<file path="config.mk">
export PLATFORM = sky130hd
export DESIGN_NAME = channel_rx_fifo
export DESIGN_NICKNAME = d
export VERILOG_FILES = /design/src/rtl/channel_rx_fifo_pkg.sv /design/src/rtl/channel_rx_fifo_ptr_ctrl.sv /design/src/rtl/channel_rx_fifo.sv
export SDC_FILE = /design/constraint.sdc
export NUM_CORES = 1
export LEC_CHECK = 0
export CORE_ASPECT_RATIO = 0.7
export CORE_UTILIZATION = 40
export CTS_CLUSTER_DIAMETER = 100
export DETAILED_ROUTE_END_ITERATION = 8
export GPL_ROUTABILITY_DRIVEN = 0
export SLEW_MARGIN = 20
export SYNTH_ARGS = -nofsm -noshare
export SYNTH_HDL_FRONTEND = slang
export SYNTH_SLANG_ARGS = --single-unit
</file>
<file path="constraint.sdc">
create_clock -name clk -period 2.76 [get_ports clk]
set_input_delay 0.828 -clock clk [delete_from_list [all_inputs] [get_ports clk]]
set_output_delay 0.828 -clock clk [all_outputs]
set_load 0.1 [all_outputs]
</file>
<file path="src/rtl/channel_rx_fifo_pkg.sv">
// Shared router definitions: flit field sizes, channel depth and the
// saturating counter helper used by the optional drop counter.
package channel_rx_fifo_pkg;

  localparam int HDR_SZ   = 4;
  localparam int PL_SZ    = 8;
  localparam int ADDR_SZ  = 4;
  localparam int CH_DEPTH = 4;

  localparam int FLIT_W = HDR_SZ + PL_SZ + ADDR_SZ;
  localparam int DROP_W = 8;

  typedef logic [FLIT_W-1:0] flit_t;

  // Increment that sticks at all-ones instead of wrapping.
  function automatic logic [DROP_W-1:0] sat_inc(input logic [DROP_W-1:0] v);
    return (v == '1) ? v : v + DROP_W'(1);
  endfunction

endpackage

</file>
<file path="src/rtl/channel_rx_fifo_ptr_ctrl.sv">
// Pointer/occupancy control for the channel receive FIFO.
// Handshake: a write is accepted when ena_in & (!busy | pop); a pop happens
// when read & valid. valid/busy come from the registered count only, so they
// never depend combinationally on ena_in or read.
module fifo_ptr_ctrl #(
  parameter int DEPTH = 4,
  parameter int AW    = 2
) (
  input  logic          clk,
  input  logic          reset,
  input  logic          ena_in,
  input  logic          read,
  output logic [AW-1:0] wp,
  output logic [AW-1:0] rp,
  output logic [AW:0]   count,
  output logic          valid,
  output logic          busy,
  output logic          write_en,
  output logic          pop
);

  localparam logic [AW:0] FULL_CNT = (AW+1)'(DEPTH);

  // Status flags and accept/pop decisions from registered occupancy.
  always_comb begin
    valid    = (count != '0);
    busy     = (count == FULL_CNT);
    pop      = read & valid;
    write_en = ena_in & (~busy | pop);
  end

  // Pointer and occupancy registers; pointers wrap modulo DEPTH.
  always_ff @(posedge clk or negedge reset) begin
    if (!reset) begin
      wp    <= '0;
      rp    <= '0;
      count <= '0;
    end else begin
      if (write_en) wp <= wp + AW'(1);
      if (pop)      rp <= rp + AW'(1);
      case ({write_en, pop})
        2'b10:   count <= count + (AW+1)'(1);
        2'b01:   count <= count - (AW+1)'(1);
        default: count <= count;
      endcase
    end
  end

endmodule

</file>
<file path="src/rtl/channel_rx_fifo.sv">
// Input channel buffer for one router link. Holds the flit array and head
// read mux; pointer/count control lives in fifo_ptr_ctrl.
// Optional feature macro: CHANNEL_DROP_CNT_EN adds an 8-bit saturating
// drop_cnt output counting flits offered while full without a pop.
module channel_rx_fifo
  import channel_rx_fifo_pkg::*;
#(
  parameter int DEPTH = CH_DEPTH,
  parameter int AW    = 2
) (
  input  logic        clk,
  input  logic        reset,
  input  flit_t       item_in,
  input  logic        ena_in,
  output logic        busy,
  output flit_t       item_out,
  output logic        valid,
  input  logic        read,
  output logic [AW:0] count
`ifdef CHANNEL_DROP_CNT_EN
  ,
  output logic [DROP_W-1:0] drop_cnt
`endif
);

  logic [AW-1:0] wp;
  logic [AW-1:0] rp;
  logic          write_en;
  logic          pop;
  flit_t         mem [DEPTH];

  fifo_ptr_ctrl #(.DEPTH(DEPTH), .AW(AW)) u_ptr_ctrl (
    .clk      (clk),
    .reset    (reset),
    .ena_in   (ena_in),
    .read     (read),
    .wp       (wp),
    .rp       (rp),
    .count    (count),
    .valid    (valid),
    .busy     (busy),
    .write_en (write_en),
    .pop      (pop)
  );

  // Flit storage; contents survive reset, only pointers are cleared.
  always_ff @(posedge clk) begin
    if (write_en) mem[wp] <= item_in;
  end

  // Head flit, forced to zero when empty so stale data never shows.
  always_comb begin
    item_out = valid ? mem[rp] : '0;
  end

`ifdef CHANNEL_DROP_CNT_EN
  logic drop;
  assign drop = ena_in & busy & ~read;

  // Saturating count of flits dropped at full; cleared only by reset.
  always_ff @(posedge clk or negedge reset) begin
    if (!reset) drop_cnt <= '0;
    else if (drop) drop_cnt <= sat_inc(drop_cnt);
  end
`endif

endmodule

</file>
# Word level (Yosys, flattened, before mapping)

Memory sizes are Yosys's and may differ from the RTL's.
Cells that the tools add are included.

$add $sub $neg: 4
Equality and inequality tests: 3
Muxes and demuxes: 4
Bitwise logic cells: 4
Reductions and logical operators: 2

Operators with widths:

| cell                  | number |
|---|---|
| $mux W16              | 1 |
| $pmux W3 S2           | 1 |
| $add A2 B1 Y2 const B | 2 |
| $add A3 B1 Y3 const B | 1 |
| $eq A3 B3 Y1 const B  | 1 |
| $reduce_bool A3 Y1    | 1 |
| $sub A3 B1 Y3 const B | 1 |
| $and A1 B1 Y1         | 2 |
| $eq A2 B1 Y1 const B  | 1 |
| $eq A2 B2 Y1 const B  | 1 |
| $mux W1               | 2 |
| $reduce_bool A2 Y1    | 1 |
| $not A1 Y1            | 1 |
| $or A1 B1 Y1          | 1 |

Register bits: 7
Memory bits (writable): 64
Bits of input ports: 20
Output and inout port bits: 21
Word-level logic and storage cells: 21
Memories kept: 1

Memories:

| memory | words | width | rd ports | clocked after Yosys merged registers in | wr ports | RTL line              | RTL |
|---|---|---|---|---|---|---|---|
| mem    | 4     | 16    | 1        | 0                                       | 1        | channel_rx_fifo.sv:30 | `flit_t mem [DEPTH];` |

# Depth between registers and ports, before layout

Gate-level depths: netlist (run 1).

Depth after elaboration: 6
Depth in mapped cells: 9
Depth with buffers taken out: 9

# Hierarchy

A second synthesis (run 1) with hierarchy kept.

Cell total of the unflattened synthesis: 156
Area total of the unflattened synthesis: 2847.7 µm²

Modules (own cells, without submodules):

| module          | instances | cells an instance | area each (µm²) | seq. area each (µm²) |
|---|---|---|---|---|
| channel_rx_fifo | 1         | 126               | 2476.1          | 1921.8 |
| fifo_ptr_ctrl   | 1         | 30                | 371.6           | 175.2 |

# Least setup slack after synthesis (run 1)

Ideal clock, no wire load.

Path type: register to output
Start point: reg u_ptr_ctrl.count[0]
End point: out item_out[10]
Arrival: 3.236 ns
Data required time: 1.932 ns
Slack: -1.304 ns
Stages on the path, launching flop included: 5
Buffers on the path: 2
Path through: dfrtp_1 > or3_1 > clkbuf_1 > clkbuf_1 > and2_1

Word-level cells in the longest chain between the ends: 2

Ends and longest elaborated chain:

| element                | RTL line                       | RTL |
|---|---|---|
| start, declared        | channel_rx_fifo_ptr_ctrl.sv:15 | `output logic [AW:0] count,` |
| start signal, assigned | channel_rx_fifo_ptr_ctrl.sv:42 | `2'b10: count <= count + (AW+1)'(1);` |
| start signal, assigned | channel_rx_fifo_ptr_ctrl.sv:43 | `2'b01: count <= count - (AW+1)'(1);` |
| start signal, assigned | channel_rx_fifo_ptr_ctrl.sv:44 | `default: count <= count;` |
| $reduce_bool A3 Y1     | channel_rx_fifo_ptr_ctrl.sv:26 | `valid = (count != '0);` |
| via valid              | channel_rx_fifo.sv:17          | `output logic valid,` |
| $mux W16               | channel_rx_fifo.sv:53          | `item_out = valid ? mem[rp] : '0;` |
| end, declared          | channel_rx_fifo.sv:16          | `output flit_t item_out,` |

The timed path passes the listed nets, and every way through them passes these cells.

# Final worst setup path (run 1)

Start point: reg u_ptr_ctrl.rp[0]
End point: out item_out[15]

Word-level cells in the longest chain between the ends: 2

Ends and longest elaborated chain:

| element                | RTL line                       | RTL |
|---|---|---|
| start, declared        | channel_rx_fifo_ptr_ctrl.sv:14 | `output logic [AW-1:0] rp,` |
| start signal, assigned | channel_rx_fifo_ptr_ctrl.sv:40 | `if (pop) rp <= rp + AW'(1);` |
| $mem_v2 Z4 W16         | n/a                            |  |
| $mux W16               | channel_rx_fifo.sv:53          |  |

No other way between the ends.

==> results.md, run 1 <==
- Setup skew after layout: 0.00893 ns
- Maximum clock insertion buffer count: 2
- EDFF count, synth: 64
- Top-Level Pins: 41
- Most frequent cells after synthesis: 64 x sky130_fd_sc_hd__edfxtp_1, 17 x sky130_fd_sc_hd__and2_1, 16 x sky130_fd_sc_hd__mux4_2
- Area of the placeable core: 6820 sq um
- Synthesis-stage register bit count: 71
- Post-route setup TNS: 0 ns
- Count of pins over their slew limit: 0
- Die area: 7490 sq um
- Pin count of the biggest net entering global routing: 17
- DR vias/cell: between 4 and 5
- Global-route usage over all layers: 0.155
- Unrepaired setup endpoints after global routing: false
- First-pass GRT wire length: just under 8 mm
- Post-route DRC: 0
- Most frequently used cell type in the post-synthesis netlist: sky130_fd_sc_hd__edfxtp_1
- Type of the setup path with the least slack: flop to output pin
- Critical Path Slowest Stage Cell: sky130_fd_sc_hd__mux4_2
- Net Count, Synth: 166
- Maximum net fanout on the critical path: 8
- 1st-iter DRT viols: 56
- CP startpoint kind: flop
- Half-perimeter wire length after detailed placement: 3.31 mm
- Portion of synthesized cell area occupied by the leading cell type: 0.672
- # diodes: 0
- Number of global-route vias before repair: roughly 1500
- CP Data Required Time: between 1.5 and 2 ns
- Sequential element share of the synthesized area: 0.733
- Critical hold path startpoint: u_ptr_ctrl.count[2]
- Cell repeated most along the worst path: sky130_fd_sc_hd__buf_12
- Post-synthesis cell count: 140
- Routed wire length per instance: 17.8 um
- Slowest Stage Delay on Critical Path: 0.50 ns
- Class of the most critical hold timing path: flop to flop
- Kind of end point of the critical path: output pin
- Cell area after technology mapping: 2860 sq um
- Count of yosys warnings during synthesis: 0
- Remaining global-route overflow: 0
- Insertion delay of the later-clocked pin in the worst-skew pair: between 0.3 and 0.4 ns
- Chip Height: 72.7 um
- Dominant cell type by area after synthesis: sky130_fd_sc_hd__edfxtp_1
- Final cycle utilization of the critical path: 0.968
- Maximum clock frequency: 374 MHz
- Max_cap viols: 0
- Post-CTS clock slew at the launch and capture registers of the worst setup and hold paths: approximately 0.070 ns
- Clock period minus final worst setup slack: 2.67 ns
- Die Width: about 100 um
- Number of detailed-route iterations in the first pass: 4
- Number of nets with antenna violations after routing: 0
- Antenna violations before repair: 0
- IO Port Bufs: 40
- Layout cells sized above 1: 0.390
- Predominant post-synthesis flop cell: sky130_fd_sc_hd__edfxtp_1
- Number of cell rows: 25
- TritonCTS buffer count: 9
- Run status: finished, final reports clean
- # setup viols final: 0
- Mean area per synthesized cell: 20.4 sq um
- Fin nets: around 220
- Initial Util: 0.419
- Clock tree root driver cell: sky130_fd_sc_hd__clkbuf_8
- Worst setup path startpoint: u_ptr_ctrl.rp[0]
- Dominant cells by area after synthesis: sky130_fd_sc_hd__edfxtp_1 67%, sky130_fd_sc_hd__mux4_2 13%, sky130_fd_sc_hd__dfrtp_1 6.1%
- Overall routed net length: 5.16 mm
- Area Growth Syn to Fin: 34.6%
- CTS tree: done
- Proportion of synthesized flip-flops having asynchronous set or reset: 0.0986
- Clock sink count: between 70 and 80
- Filler instances: 532
- DR vias: 1402
- Transition time of the tightest slew-check pin: roughly 0.49 ns
- Data arrival at the endpoint of the critical path: 1.84 ns
- Cell-by-cell trace of the critical path: buf_12 > mux4_2 > and2_1 > buf_12
- Library cells used by synthesis: 20
- H-tree depth: 3
- Startpoint of the worst register-to-register path: u_ptr_ctrl.count[0]
- Final-report hold violation count: 0
- Relative slew slack: 0.675
- Hold-fix buffers, CTS: 0
-- final cells by class --
type | count | area (sq um) | share of cell area
clock buffer | 11 | 131 | 0.0341
multi-input combinational | 56 | 723 | 0.188
clock inverter | 5 | 106 | 0.0276
timing repair buffer | 45 | 641 | 0.167
tap | 94 | 118 | 0.0306
inverter | 7 | 26.3 | 0.00683
sequential | 71 | 2100 | 0.546
-- kinds of logic after synthesis --
| logic type | count (synthesis) | share of synthesized area |
|---|---|---|
| multiplexers | 18 | 0.135 |
| adder cells (fa/ha/maj) | 6 | 0.0289 |
| buffers and inverters | 13 | 0.0232 |
| AO/OA/AOI/OAI | 1 | 0.00525 |
| XOR/XNOR | 6 | 0.0184 |
| flip-flops | 71 | 0.733 |
| AND/OR/NAND/NOR | 25 | 0.0560 |
-- routing by layer --
metal,wire [um],global-route usage
met5,0,0
met4,57,0.0516
met3,229,0.0546
met2,2560,0.244
met1,2310,0.201
-- what timing repair did --
action | in CTS | in global routing
setup endpoints to repair | 7 | 6
endpoints found under the hold margin | 0 | 0
cloned | 0 | 1
buffers inserted | 0 | 0
resized for setup | 1 | 1
-- per-stage QoR --
stage | area, sq um | setup slack (ns) | utilization | hold slack (ns) | instances
2_1_floorplan | 2890 | 0.0473 | - | 0.532 | 140
3_3_place_gp | 3580 | 0.106 | 0.525 | 0.471 | 272
3_5_place_dp | 3580 | 0.0593 | 0.525 | 0.484 | 272
4_1_cts | 3820 | 0.0189 | 0.560 | 0.499 | 288
5_1_grt | 3850 | 0.0199 | 0.564 | 0.520 | 289
6_report | 3850 | 0.0888 | 0.564 | 0.506 | 289
-- state kept, by name, summed over array words and instances, names as in the netlist --
signal and count:
u_ptr_ctrl.count 3, u_ptr_ctrl.rp 2, u_ptr_ctrl.wp 2, mem 64
-- cell usage in the layout, fill, tap and decap left out --
cell,count
sky130_fd_sc_hd__and2_1,8
sky130_fd_sc_hd__clkinvlp_4,1
sky130_fd_sc_hd__and2_4,9
sky130_fd_sc_hd__dfrtp_1,3
sky130_fd_sc_hd__bufinv_16,3
sky130_fd_sc_hd__o21a_4,1
sky130_fd_sc_hd__buf_4,6
sky130_fd_sc_hd__buf_12,19
sky130_fd_sc_hd__and2_2,4
sky130_fd_sc_hd__clkbuf_8,9
sky130_fd_sc_hd__mux2_4,1
sky130_fd_sc_hd__xnor2_1,3
sky130_fd_sc_hd__xor2_1,3
sky130_fd_sc_hd__fa_1,1
sky130_fd_sc_hd__dfrtp_2,4
sky130_fd_sc_hd__edfxtp_1,64
sky130_fd_sc_hd__mux4_2,16
sky130_fd_sc_hd__mux2i_1,1
sky130_fd_sc_hd__clkbuf_16,1
sky130_fd_sc_hd__clkinv_4,1
sky130_fd_sc_hd__clkdlybuf4s50_1,19
sky130_fd_sc_hd__or3b_1,1
sky130_fd_sc_hd__nand3_1,1
sky130_fd_sc_hd__inv_1,7
sky130_fd_sc_hd__or3_4,1
sky130_fd_sc_hd__clkbuf_1,2
sky130_fd_sc_hd__nor2_1,1
sky130_fd_sc_hd__ha_1,5
-- path summary, 6_finish.rpt --
| path | slack (ns) | cells after the start | endpoint |
|---|---|---|---|
| min | 0.51 | 1 | u_ptr_ctrl.count[2] |
| min reg2reg | 0.51 | 1 | u_ptr_ctrl.count[2] |
| max in group asynchronous | 1.71 | 1 | u_ptr_ctrl.count[1] |
| min in group asynchronous | 0.77 | 1 | u_ptr_ctrl.rp[1] |
| max reg2reg | 0.51 | 9 | u_ptr_ctrl.count[2] |
| max | 0.09 | 4 | item_out[15] |
-- critical path: cells and delay by family, from the launching register on --
kind,cells,cell delay [ns]
DFF,1,0.45
and+or+nand+nor,1,0.21
muxes,1,0.50
buffers and inverters,2,0.34
Power of run 1 is left out: the tool's default activity adds up to more than one toggle a clock period on the data nets, which glitch-free logic cannot reach.
==> run 2, diff against run 1 <==
CAP_MARGIN = 20   (was unset)
CORE_MARGIN = 4   (was unset)
SLEW_MARGIN = unset   (was 20)
==> results.md, run 2 (synthesis gave the netlist of run 1 again) <==
- Unrepaired setup endpoints after global routing: false (unchanged)
- H-tree depth: 3 (unchanged)
- Max_cap viols: 0 (unchanged)
- Hold-fix buffers, CTS: 0 (unchanged)
- Multi-input logic area: 718 sq um (was 723 sq um)
- Critical Path Slowest Stage Cell: sky130_fd_sc_hd__dfrtp_1 (was sky130_fd_sc_hd__mux4_2)
- Number of nets with antenna violations after routing: 0 (unchanged)
- First-pass GRT wire length: 7.73 mm (was 7.94 mm)
- Post-CTS clock slew at the launch and capture registers of the worst setup and hold paths: 0.07 ns (about the same)
- Cell count of the worst reg-to-reg path: 9 (unchanged)
- Half-perimeter wire length after detailed placement: 3.20 mm (was 3.31 mm)
- Remaining global-route overflow: 0 (unchanged)
- Area Growth Syn to Fin: 31.2% (was 34.6%)
- CP Data Required Time: 1.93 ns (about the same)
- Final-report hold violation count: 0 (unchanged)
- Largest registers: mem (64), u_ptr_ctrl.count (3) (unchanged)
- Cell-by-cell trace of the critical path: buf_4 > mux4_2 > and2_1 > buf_12 (was buf_12 > mux4_2 > and2_1 > buf_12)
- Antenna violations before repair: 0 (unchanged)
- Data arrival at the endpoint of the critical path: 1.84 ns (about the same)
- Overall routed net length: 5.01 mm (was 5.16 mm)
- Insertion delay of the later-clocked pin in the worst-skew pair: 0.34 ns (was 0.33 ns)
- Class of the most critical hold timing path: flop to flop (unchanged)
- Most common library cell in the layout ignoring fill and taps: sky130_fd_sc_hd__edfxtp_1 (unchanged)
- Fin nets: 214 (was 216)
- Maximum net fanout on the critical path: 11 (was 8)
- DR vias: 1400 (was 1402)
- Slowest Stage Delay on Critical Path: 0.53 ns (was 0.50 ns)
- Transition time of the tightest slew-check pin: 0.478 ns (was 0.488 ns)
- Clock tree root driver cell: sky130_fd_sc_hd__clkbuf_8 (unchanged)
- Relative slew slack: 0.681 (was 0.675)
- Number of gates given a new drive strength after cts: 0 (was 1)
- Count of pins over their slew limit: 0 (unchanged)
- Hold-critical path depth: 1 (unchanged)
- Routed wire length per instance: 17.5 um (was 17.8 um)
- TritonCTS buffer count: 9 (unchanged)
- Highest-count cells in the layout ignoring fill and taps: 64 x sky130_fd_sc_hd__edfxtp_1, 19 x sky130_fd_sc_hd__clkdlybuf4s50_1, 19 x sky130_fd_sc_hd__buf_12, 16 x sky130_fd_sc_hd__mux4_2 (unchanged)
- Filler instances: 534 (was 532)
- CP startpoint kind: flop (unchanged)
- Global-route usage over all layers: 0.128 (was 0.155)
- IO Port Bufs: 40 (unchanged)
- Sequential standard cell area: 2100 sq um (unchanged)
- Final cycle utilization of the critical path: 0.967 (was 0.968)
- Number of detailed-route iterations in the first pass: 4 (unchanged)
- Initial Util: 0.417 (was 0.419)
- Register with the most flip-flops: mem (unchanged)
- # diodes: 0 (unchanged)
- Clock period minus final worst setup slack: 2.67 ns (about the same)
- Post-route setup TNS: 0 ns (unchanged)
- 1st-iter DRT viols: 41 (was 56)
- Kind of end point of the critical path: output pin (unchanged)
- Type of the setup path with the least slack: flop to output pin (unchanged)
- Pin count of the biggest net entering global routing: 20 (was 17)
- Number of global-route vias before repair: 1453 (was 1510)
- Layout cells sized above 1: 0.370 (was 0.390)
- Post-route DRC: 0 (unchanged)
- Clock sink count: 71 (unchanged)
- # setup viols final: 0 (unchanged)
- CTS tree: done (unchanged)
- Run status: finished, final reports clean (unchanged)
- Die area: 8590 sq um (was 7490 sq um)
- Setup skew after layout: 0.0113 ns (was 0.00893 ns)
- Area of the placeable core: 6850 sq um (was 6820 sq um)
- Maximum clock insertion buffer count: 2 (unchanged)
- Maximum clock frequency: 375 MHz (was 374 MHz)
- DR vias/cell: 4.90 (was 4.85)
- Die Width: 109 um (was 103 um)
- Number of cell rows: 25 (unchanged)
- Chip Height: 78.7 um (was 72.7 um)
- Top-Level Pins: 41 (unchanged)
- Max reg flops: 64 (unchanged)
- Post-CTS setup buffer count: 0 (unchanged)
## run 2: final cells by class
| class | instances | area share |
|---|---|---|
| Clock buffer | 10 | 0.0340 |
| Inverter | 7 | 0.00701 |
| Timing Repair Buffer | 43 | 0.162 |
| Sequential cell | 71 | 0.561 |
| Clock inverter | 5 | 0.0133 |
| Multi-Input combinational cell | 56 | 0.192 |
| Tap cell | 94 | 0.0314 |
## run 2: through the flow
stage,util,hold WS (ns),cell area [sq um],setup WS (ns),std cells
final,0.547,0.495,3750,0.0900,286
after detailed placement,0.521,0.478,3570,0.0857,271
after global placement,0.521,0.472,3570,0.109,271
after CTS,0.547,0.491,3750,0.00972,286
after global routing,0.547,0.515,3750,0.000812,286
after floorplan,-,0.532,2890,0.0473,140
## run 2: final timing paths
check / from / endpoint / slack [ns]
setup / recovery: u_ptr_ctrl.rp[1] / item_out[4] / 0.09
hold / removal: u_ptr_ctrl.count[2] / u_ptr_ctrl.count[2] / 0.49
setup reg to reg: u_ptr_ctrl.count[0] / u_ptr_ctrl.count[2] / 0.52
hold reg to reg: u_ptr_ctrl.count[2] / u_ptr_ctrl.count[2] / 0.49
max in group asynchronous: reset / u_ptr_ctrl.rp[0] / 1.75
min in group asynchronous: reset / u_ptr_ctrl.count[0] / 0.75
## run 2: layer usage
layer / track usage / part of all wire / up-vias
li1: - / - / 628
met4: 0.0454 / 0.0088 / 0
met5: 0 / 0 / -
met3: 0.0585 / 0.063 / 5
met1: 0.161 / 0.44 / 723
met2: 0.194 / 0.48 / 44
## run 2: critical path, delay by kind of cell (launching register included)
| family | cells | cell delay, ns |
|---|---|---|
| flip-flops | 1 | 0.53 |
| buffers and inverters | 2 | 0.46 |
| AND/OR/NAND/NOR | 1 | 0.20 |
| multiplexers | 1 | 0.31 |
Power of run 2 is left out for the same reason.
